## config.mk

```make
export PLATFORM = sky130hd
export DESIGN_NAME = instr_sequencer
export DESIGN_NICKNAME = d
export VERILOG_FILES = /design/src/rtl/instr_sequencer.sv
export SDC_FILE = /design/constraint.sdc
export NUM_CORES = 1
export LEC_CHECK = 0
export CAP_MARGIN = 20
export CORE_ASPECT_RATIO = 0.9
export CORE_MARGIN = 5
export CORE_UTILIZATION = 30
export CTS_CLUSTER_SIZE = 10
export DETAILED_ROUTE_END_ITERATION = 6
export GPL_TIMING_DRIVEN = 0
export PLACE_DENSITY = 0.6
export SLEW_MARGIN = 25
export SYNTH_ARGS = -nofsm -noshare
export SYNTH_HDL_FRONTEND = slang
export SYNTH_SLANG_ARGS = --single-unit
export TNS_END_PERCENT = 100
```

## constraint.sdc

```tcl
create_clock -name clk_seq -period 5.4 [get_ports clk_seq]
set_input_delay 1.35 -clock clk_seq [delete_from_list [all_inputs] [get_ports clk_seq]]
set_output_delay 1.35 -clock clk_seq [all_outputs]
set_load 0.05 [all_outputs]
```

## src/rtl/instr_sequencer.sv

```systemverilog
// Program sequencer: fetches instruction words from a synchronous ROM and issues them to the CU.
// It handles HALT/JMP/JZ/JC itself and holds memory instructions on instr_out for the Memory block.
module instr_sequencer #(
    parameter int PC_W    = 5,
    parameter int IW      = 15,
    parameter int MEM_LAT = 1
) (
    input  logic            clk_seq,
    input  logic            rst_seq,
    input  logic            run,
    output logic [PC_W-1:0] pgm_addr,
    input  logic [IW-1:0]   pgm_data,
    output logic [IW-1:0]   instr_out,
    output logic            instr_valid,
    input  logic [1:0]      flag,
    output logic            busy,
    output logic            halted,
    output logic [PC_W-1:0] pc,
    output logic [7:0]      icount
);

    typedef enum logic [2:0] {
        S_IDLE,
        S_FETCH,
        S_ISSUE,
        S_EXEC,
        S_HALTED
    } state_t;

    // Remaining EXEC cycles after the first one: H-1.
    localparam logic [2:0] MEM_HOLD = 3'(MEM_LAT);

    state_t          state_reg;
    logic [PC_W-1:0] pc_reg;
    logic [IW-1:0]   instr_reg;
    logic            valid_reg;
    logic [7:0]      icount_reg;
    logic [2:0]      hold_reg;

    logic [3:0]      opcode;
    logic [1:0]      sub_op;
    logic [PC_W-1:0] target;
    logic            is_ctrl;
    logic            is_mem;
    logic            taken;
    logic            unused_bits;

    assign opcode      = pgm_data[14:11];
    assign sub_op      = pgm_data[10:9];
    assign target      = pgm_data[PC_W-1:0];
    assign is_ctrl     = (opcode == 4'b1111);
    assign is_mem      = (opcode == 4'b1100) || (opcode == 4'b1101);
    assign unused_bits = ^pgm_data;

    always_comb begin
        taken = 1'b0;
        case (sub_op)
            2'b01:   taken = 1'b1;
            2'b10:   taken = flag[0];
            2'b11:   taken = flag[1];
            default: taken = 1'b0;
        endcase
    end

    always_ff @(posedge clk_seq) begin
        if (rst_seq) begin
            state_reg  <= S_IDLE;
            pc_reg     <= '0;
            instr_reg  <= '0;
            valid_reg  <= 1'b0;
            icount_reg <= '0;
            hold_reg   <= '0;
        end else begin
            case (state_reg)
                S_IDLE, S_HALTED: begin
                    if (run) begin
                        pc_reg    <= '0;
                        state_reg <= S_FETCH;
                    end
                end
                S_FETCH: state_reg <= S_ISSUE;
                S_ISSUE: begin
                    if (is_ctrl) begin
                        if (sub_op == 2'b00) begin
                            pc_reg    <= pc_reg + 1'b1;
                            state_reg <= S_HALTED;
                        end else begin
                            pc_reg    <= taken ? target : pc_reg + 1'b1;
                            state_reg <= S_FETCH;
                        end
                    end else begin
                        instr_reg <= pgm_data;
                        valid_reg <= 1'b1;
                        pc_reg    <= pc_reg + 1'b1;
                        hold_reg  <= is_mem ? MEM_HOLD : 3'd0;
                        state_reg <= S_EXEC;
                    end
                end
                S_EXEC: begin
                    if (hold_reg == 3'd0) begin
                        // Drop to NOP so the CU never re-executes a stale word.
                        instr_reg  <= '0;
                        valid_reg  <= 1'b0;
                        icount_reg <= icount_reg + 1'b1;
                        state_reg  <= S_FETCH;
                    end else begin
                        hold_reg <= hold_reg - 1'b1;
                    end
                end
                default: state_reg <= S_IDLE;
            endcase
        end
    end

    // The ROM address tracks pc; it is meaningful during FETCH.
    assign pgm_addr    = pc_reg;
    assign pc          = pc_reg;
    assign instr_out   = instr_reg;
    assign instr_valid = valid_reg;
    assign icount      = icount_reg;
    assign busy        = (state_reg == S_FETCH) || (state_reg == S_ISSUE) || (state_reg == S_EXEC);
    assign halted      = (state_reg == S_HALTED);

endmodule

```

==> impl.org <==
** CTS
- TritonCTS created 5 clock buffers.
- Worst-case clock buffer depth :: 2
- CTS-repair resized insts :: 0
- H-tree lvl count :: 2
- Root buffer cell :: sky130_fd_sc_hd__clkbuf_8
- Clock network latency to the later pin of the worst-skew pair :: 0.29 ns
- The clock net in this run drives a total of 35 sinks.
- Clock-pin slew was measured on the worst setup and hold paths at 0.07 ns.
- CTS tree :: built
- Hold repair after CTS inserted 0 buffers.
- Post CTS Setup Buffer Count :: 0

** Detailed routing
- Routed wire per std cell :: between 10 and 15 µm
- DRT antenna net count :: 0
- After the first detailed-routing iteration, the DRC count stood at 52.
- The routed design has a little over 4000 µm of wire.
- In the routed design, unresolved DRC markers number 0.
- The routed layout has 1501 vias.
- DRT Pass-1 Iters :: 4
- In the routed layout, each cell is associated on average with a via count of ~4.9.

** Synthesis
- Number of warnings issued by yosys :: 0
- Cell Area, Synth :: 1590 µm²
- Synthesized area per cell :: 9.140 µm²
- The netlist uses 40 different library cells.
- Of the synthesized area, sequential elements account for about 44%.
- When the netlist entered floorplanning its net count stood at between 150 and 200.
- Post-synthesis sequential element count :: 35
- Mapped Cells :: 174

** Place
- Instance count after placement with tap cells included :: 296
- Post-placement cell area :: 2225 µm²
- The count of buffers added on input and output ports is 55.
- Placement-stage worst setup slack :: 1.936 ns
- The congestion estimate from routability-driven global placement came to 0.7037.
- Detailed placement finished with a half-perimeter wire length of roughly 3000 µm.

** Job
- Reported max-cap violation count :: 0

** Finish
- Total of fill cells in the finished design :: 518
- Finished Cell Area :: 2357 µm²
- 0 antenna diodes ended up in the layout.
- Area occupied by multi-input gates :: 795.8 µm²
- Number of flip-flops in the largest register :: 15
- Leaving out fill and tap cells, the most frequent cell in the layout is sky130_fd_sc_hd__clkdlybuf4s50_1.
- Syn-to-layout area delta :: 48.23%
- The count of cells in the finished layout, fillers not included, comes to ~300.
- The net count of the finished layout is 260.
- Sequential cell area :: between 700 and 800 µm²
- Most used cells in the layout excluding fill and tap cells :: 55 x sky130_fd_sc_hd__clkdlybuf4s50_1, 35 x sky130_fd_sc_hd__dfxtp_1, 15 x sky130_fd_sc_hd__a22o_1
- Share of post-route cells with drive strength above 1 :: 7.173%

** Pwr
- Static Leakage :: roughly 0.87 nW
- The share of total power dissipated in the clock network is between 40 and 50%.
- The analysis attributes to net switching a power of 0.1869 mW.
- The share of total power dissipated in combinational logic is between 10% and 20%.
- Fraction of power spent switching nets :: 26.94%
- Power density cells :: 294.2 nW/µm²
- Internal Pwr Total :: 0.5066 mW
- Across the VDD grid, the largest voltage drop is 0.0001639 V.
- In this run, flip-flops and latches consume 40.2% of the power.

** Floorplanning
- The core region is 5192 µm².
- The initial utilization of the core area, before any placement, comes to 30.63%.
- From bottom edge to top edge, the die measures between 70 and 80 µm.
- Die area :: a little under 7000 µm²
- Number of standard-cell rows in the floorplan :: 25
- Die width :: 86.75 µm
- 56 I/O pins were placed.

** STA
- Rel. slew slack :: 51.34%
- Max Clock Skew :: 0.006877 ns
- Fin. max-slew vios :: 0
- Max Freq :: a little under 0.3 GHz
- After layout, the worst path uses 63.57% of the clock period.
- The worst path in the final design needs a cycle of 3.433 ns, including I/O delays and setup.
- Setup repair after global routing left no endpoint under its margin.
- Setup violations remaining at the end of the flow were counted as 0.
- The count of final hold-check violations is 0.
- Post-route worst setup slack :: 1.967 ns
- Worst Tran Pin Value :: 0.7197 ns
- Adding up every negative setup slack in the final design gives 0 ns.

** GRT
- The number of antenna violations at the first check in global routing is 0.
- Tot GR Track Use :: 12.54%
- Maximum number of pins on one net before global-route repair :: 12
- The number of global-route vias before repair is around 1.4k.
- For this run the aggregate overflow at the end of global routing stands at 0.
- Wire length of the first global-routing pass :: 6865 µm

** Worst setup path
- Max Fanout on Critical Path :: 10
- Arrival time reported for the critical path endpoint :: ~2.1 ns
- The worst setup path is captured at an output port.
- Classification of the worst setup path :: reg2out
- The worst setup path is launched from a flip-flop.
- STA puts the critical path data required time at 4.05 ns.

** Status
- The run finished with clean final reports.

** Worst hold path
- Worst min-delay path category :: reg2reg
-- kinds of logic after synthesis --
logic type	Yosys count	synth area share, %
compound gates	47	21.48
xor+xnor	5	2.754
fa+ha+maj	4	3.147
buf+inv	19	5.901
flops	35	44.06
mux	3	1.888
simple gates	61	20.77
-- layer usage --
layer	vias up	part of all wire (%)	global-route usage (%)
met4	0	1.8	4.673
met1	679	50	17.26
met5	-	0	0
met3	6	8.4	4.461
met2	50	40	17.81
li1	766	-	-
-- cells in the mapped netlist --
| library cell | count | area [µm²] |
|---|---|---|
| sky130_fd_sc_hd__xor2_1 | 1 | 8.760 |
| sky130_fd_sc_hd__clkbuf_1 | 5 | 18.77 |
| sky130_fd_sc_hd__o41ai_1 | 1 | 8.760 |
| sky130_fd_sc_hd__a211o_1 | 3 | 26.28 |
| sky130_fd_sc_hd__nand3b_1 | 2 | 15.01 |
| sky130_fd_sc_hd__nand2b_1 | 2 | 12.51 |
| sky130_fd_sc_hd__or4b_1 | 1 | 10.01 |
| sky130_fd_sc_hd__and3_1 | 3 | 18.77 |
| sky130_fd_sc_hd__nand4_1 | 4 | 25.02 |
| sky130_fd_sc_hd__o2bb2ai_1 | 2 | 17.52 |
| sky130_fd_sc_hd__nor2b_1 | 3 | 18.77 |
| sky130_fd_sc_hd__ha_1 | 4 | 50.05 |
| sky130_fd_sc_hd__nand2_1 | 8 | 30.03 |
| sky130_fd_sc_hd__o32ai_1 | 1 | 8.760 |
| sky130_fd_sc_hd__o22ai_1 | 1 | 6.260 |
| sky130_fd_sc_hd__and4_1 | 1 | 8.760 |
| sky130_fd_sc_hd__a22oi_1 | 1 | 7.510 |
| sky130_fd_sc_hd__xnor2_1 | 4 | 35.03 |
| sky130_fd_sc_hd__nor3_1 | 6 | 30.03 |
| sky130_fd_sc_hd__nand3_1 | 7 | 35.03 |
| sky130_fd_sc_hd__nor4b_1 | 1 | 8.760 |
| sky130_fd_sc_hd__mux2i_1 | 3 | 30.03 |
| sky130_fd_sc_hd__nor2_1 | 12 | 45.04 |
| sky130_fd_sc_hd__a21oi_1 | 13 | 65.06 |
| sky130_fd_sc_hd__or3_1 | 4 | 25.02 |
| sky130_fd_sc_hd__inv_1 | 6 | 22.52 |
| sky130_fd_sc_hd__dfxtp_1 | 35 | 700.7 |
| sky130_fd_sc_hd__and3b_1 | 1 | 8.760 |
| sky130_fd_sc_hd__o21ai_0 | 5 | 25.02 |
| sky130_fd_sc_hd__buf_2 | 3 | 15.01 |
| sky130_fd_sc_hd__o31ai_1 | 2 | 15.01 |
| sky130_fd_sc_hd__nor3b_1 | 1 | 7.510 |
| sky130_fd_sc_hd__a311oi_2 | 1 | 15.01 |
| sky130_fd_sc_hd__buf_4 | 5 | 37.54 |
| sky130_fd_sc_hd__a31oi_1 | 1 | 6.260 |
| sky130_fd_sc_hd__nor2_2 | 1 | 6.260 |
| sky130_fd_sc_hd__nor4_1 | 3 | 18.77 |
| sky130_fd_sc_hd__a2111oi_0 | 1 | 8.760 |
| sky130_fd_sc_hd__and2_1 | 1 | 6.260 |
| sky130_fd_sc_hd__a22o_1 | 15 | 131.4 |
-- worst paths after layout --
check | from | endpoint | slack, ns | cells after the start
setup / recovery | state_reg[0] | busy | 1.97 | 4
hold / removal | instr_out[5] | instr_out[5] | 0.48 | 1
setup reg to reg | hold_reg[0] | instr_out[10] | 3.18 | 7
hold reg to reg | instr_out[5] | instr_out[5] | 0.48 | 1
-- worst max-delay path, cell delays in order, from the launching register on --
cell and delay, ns:
sky130_fd_sc_hd__dfxtp_1 0.40, sky130_fd_sc_hd__clkbuf_1 0.35, sky130_fd_sc_hd__nor2_1 0.13, sky130_fd_sc_hd__nor2_1 0.10
sky130_fd_sc_hd__clkdlybuf4s50_1 0.81
-- stage by stage --
step | power, mW | utilization [%] | hold slack, ns
6_report | 0.6935 | 45.40 | 0.4787
2_1_floorplan | 0.3687 | - | 0.4878
3_3_place_gp | 0.4203 | 42.84 | 0.4601
3_5_place_dp | 0.4211 | 42.84 | 0.4633
4_1_cts | 0.7027 | 45.40 | 0.4835
5_1_grt | 0.7224 | 45.40 | 0.4898
-- power by group through the flow --
| stage | Sequential, mW | Clock (mW) | Combinational, mW |
|---|---|---|---|
| 2_1_floorplan | 0.315 | 0 | 0.0541 |
| 3_3_place_gp | 0.284 | 0 | 0.136 |
| 3_5_place_dp | 0.285 | 0 | 0.136 |
| 4_1_cts | 0.279 | 0.287 | 0.137 |
| 5_1_grt | 0.281 | 0.295 | 0.146 |
| 6_report | 0.279 | 0.279 | 0.136 |
-- cell type report --
cell class | instances | share of cell area, %
clock buffers | 6 | 3.079
multi-input cells | 120 | 33.76
plain buffers | 13 | 3.025
flip-flops and latches | 35 | 29.72
inverters | 6 | 0.9554
well taps | 67 | 3.556
repair buffers | 55 | 23.35
clock inverters | 2 | 2.548
No activity file was read; power rests on OpenSTA's default activity.
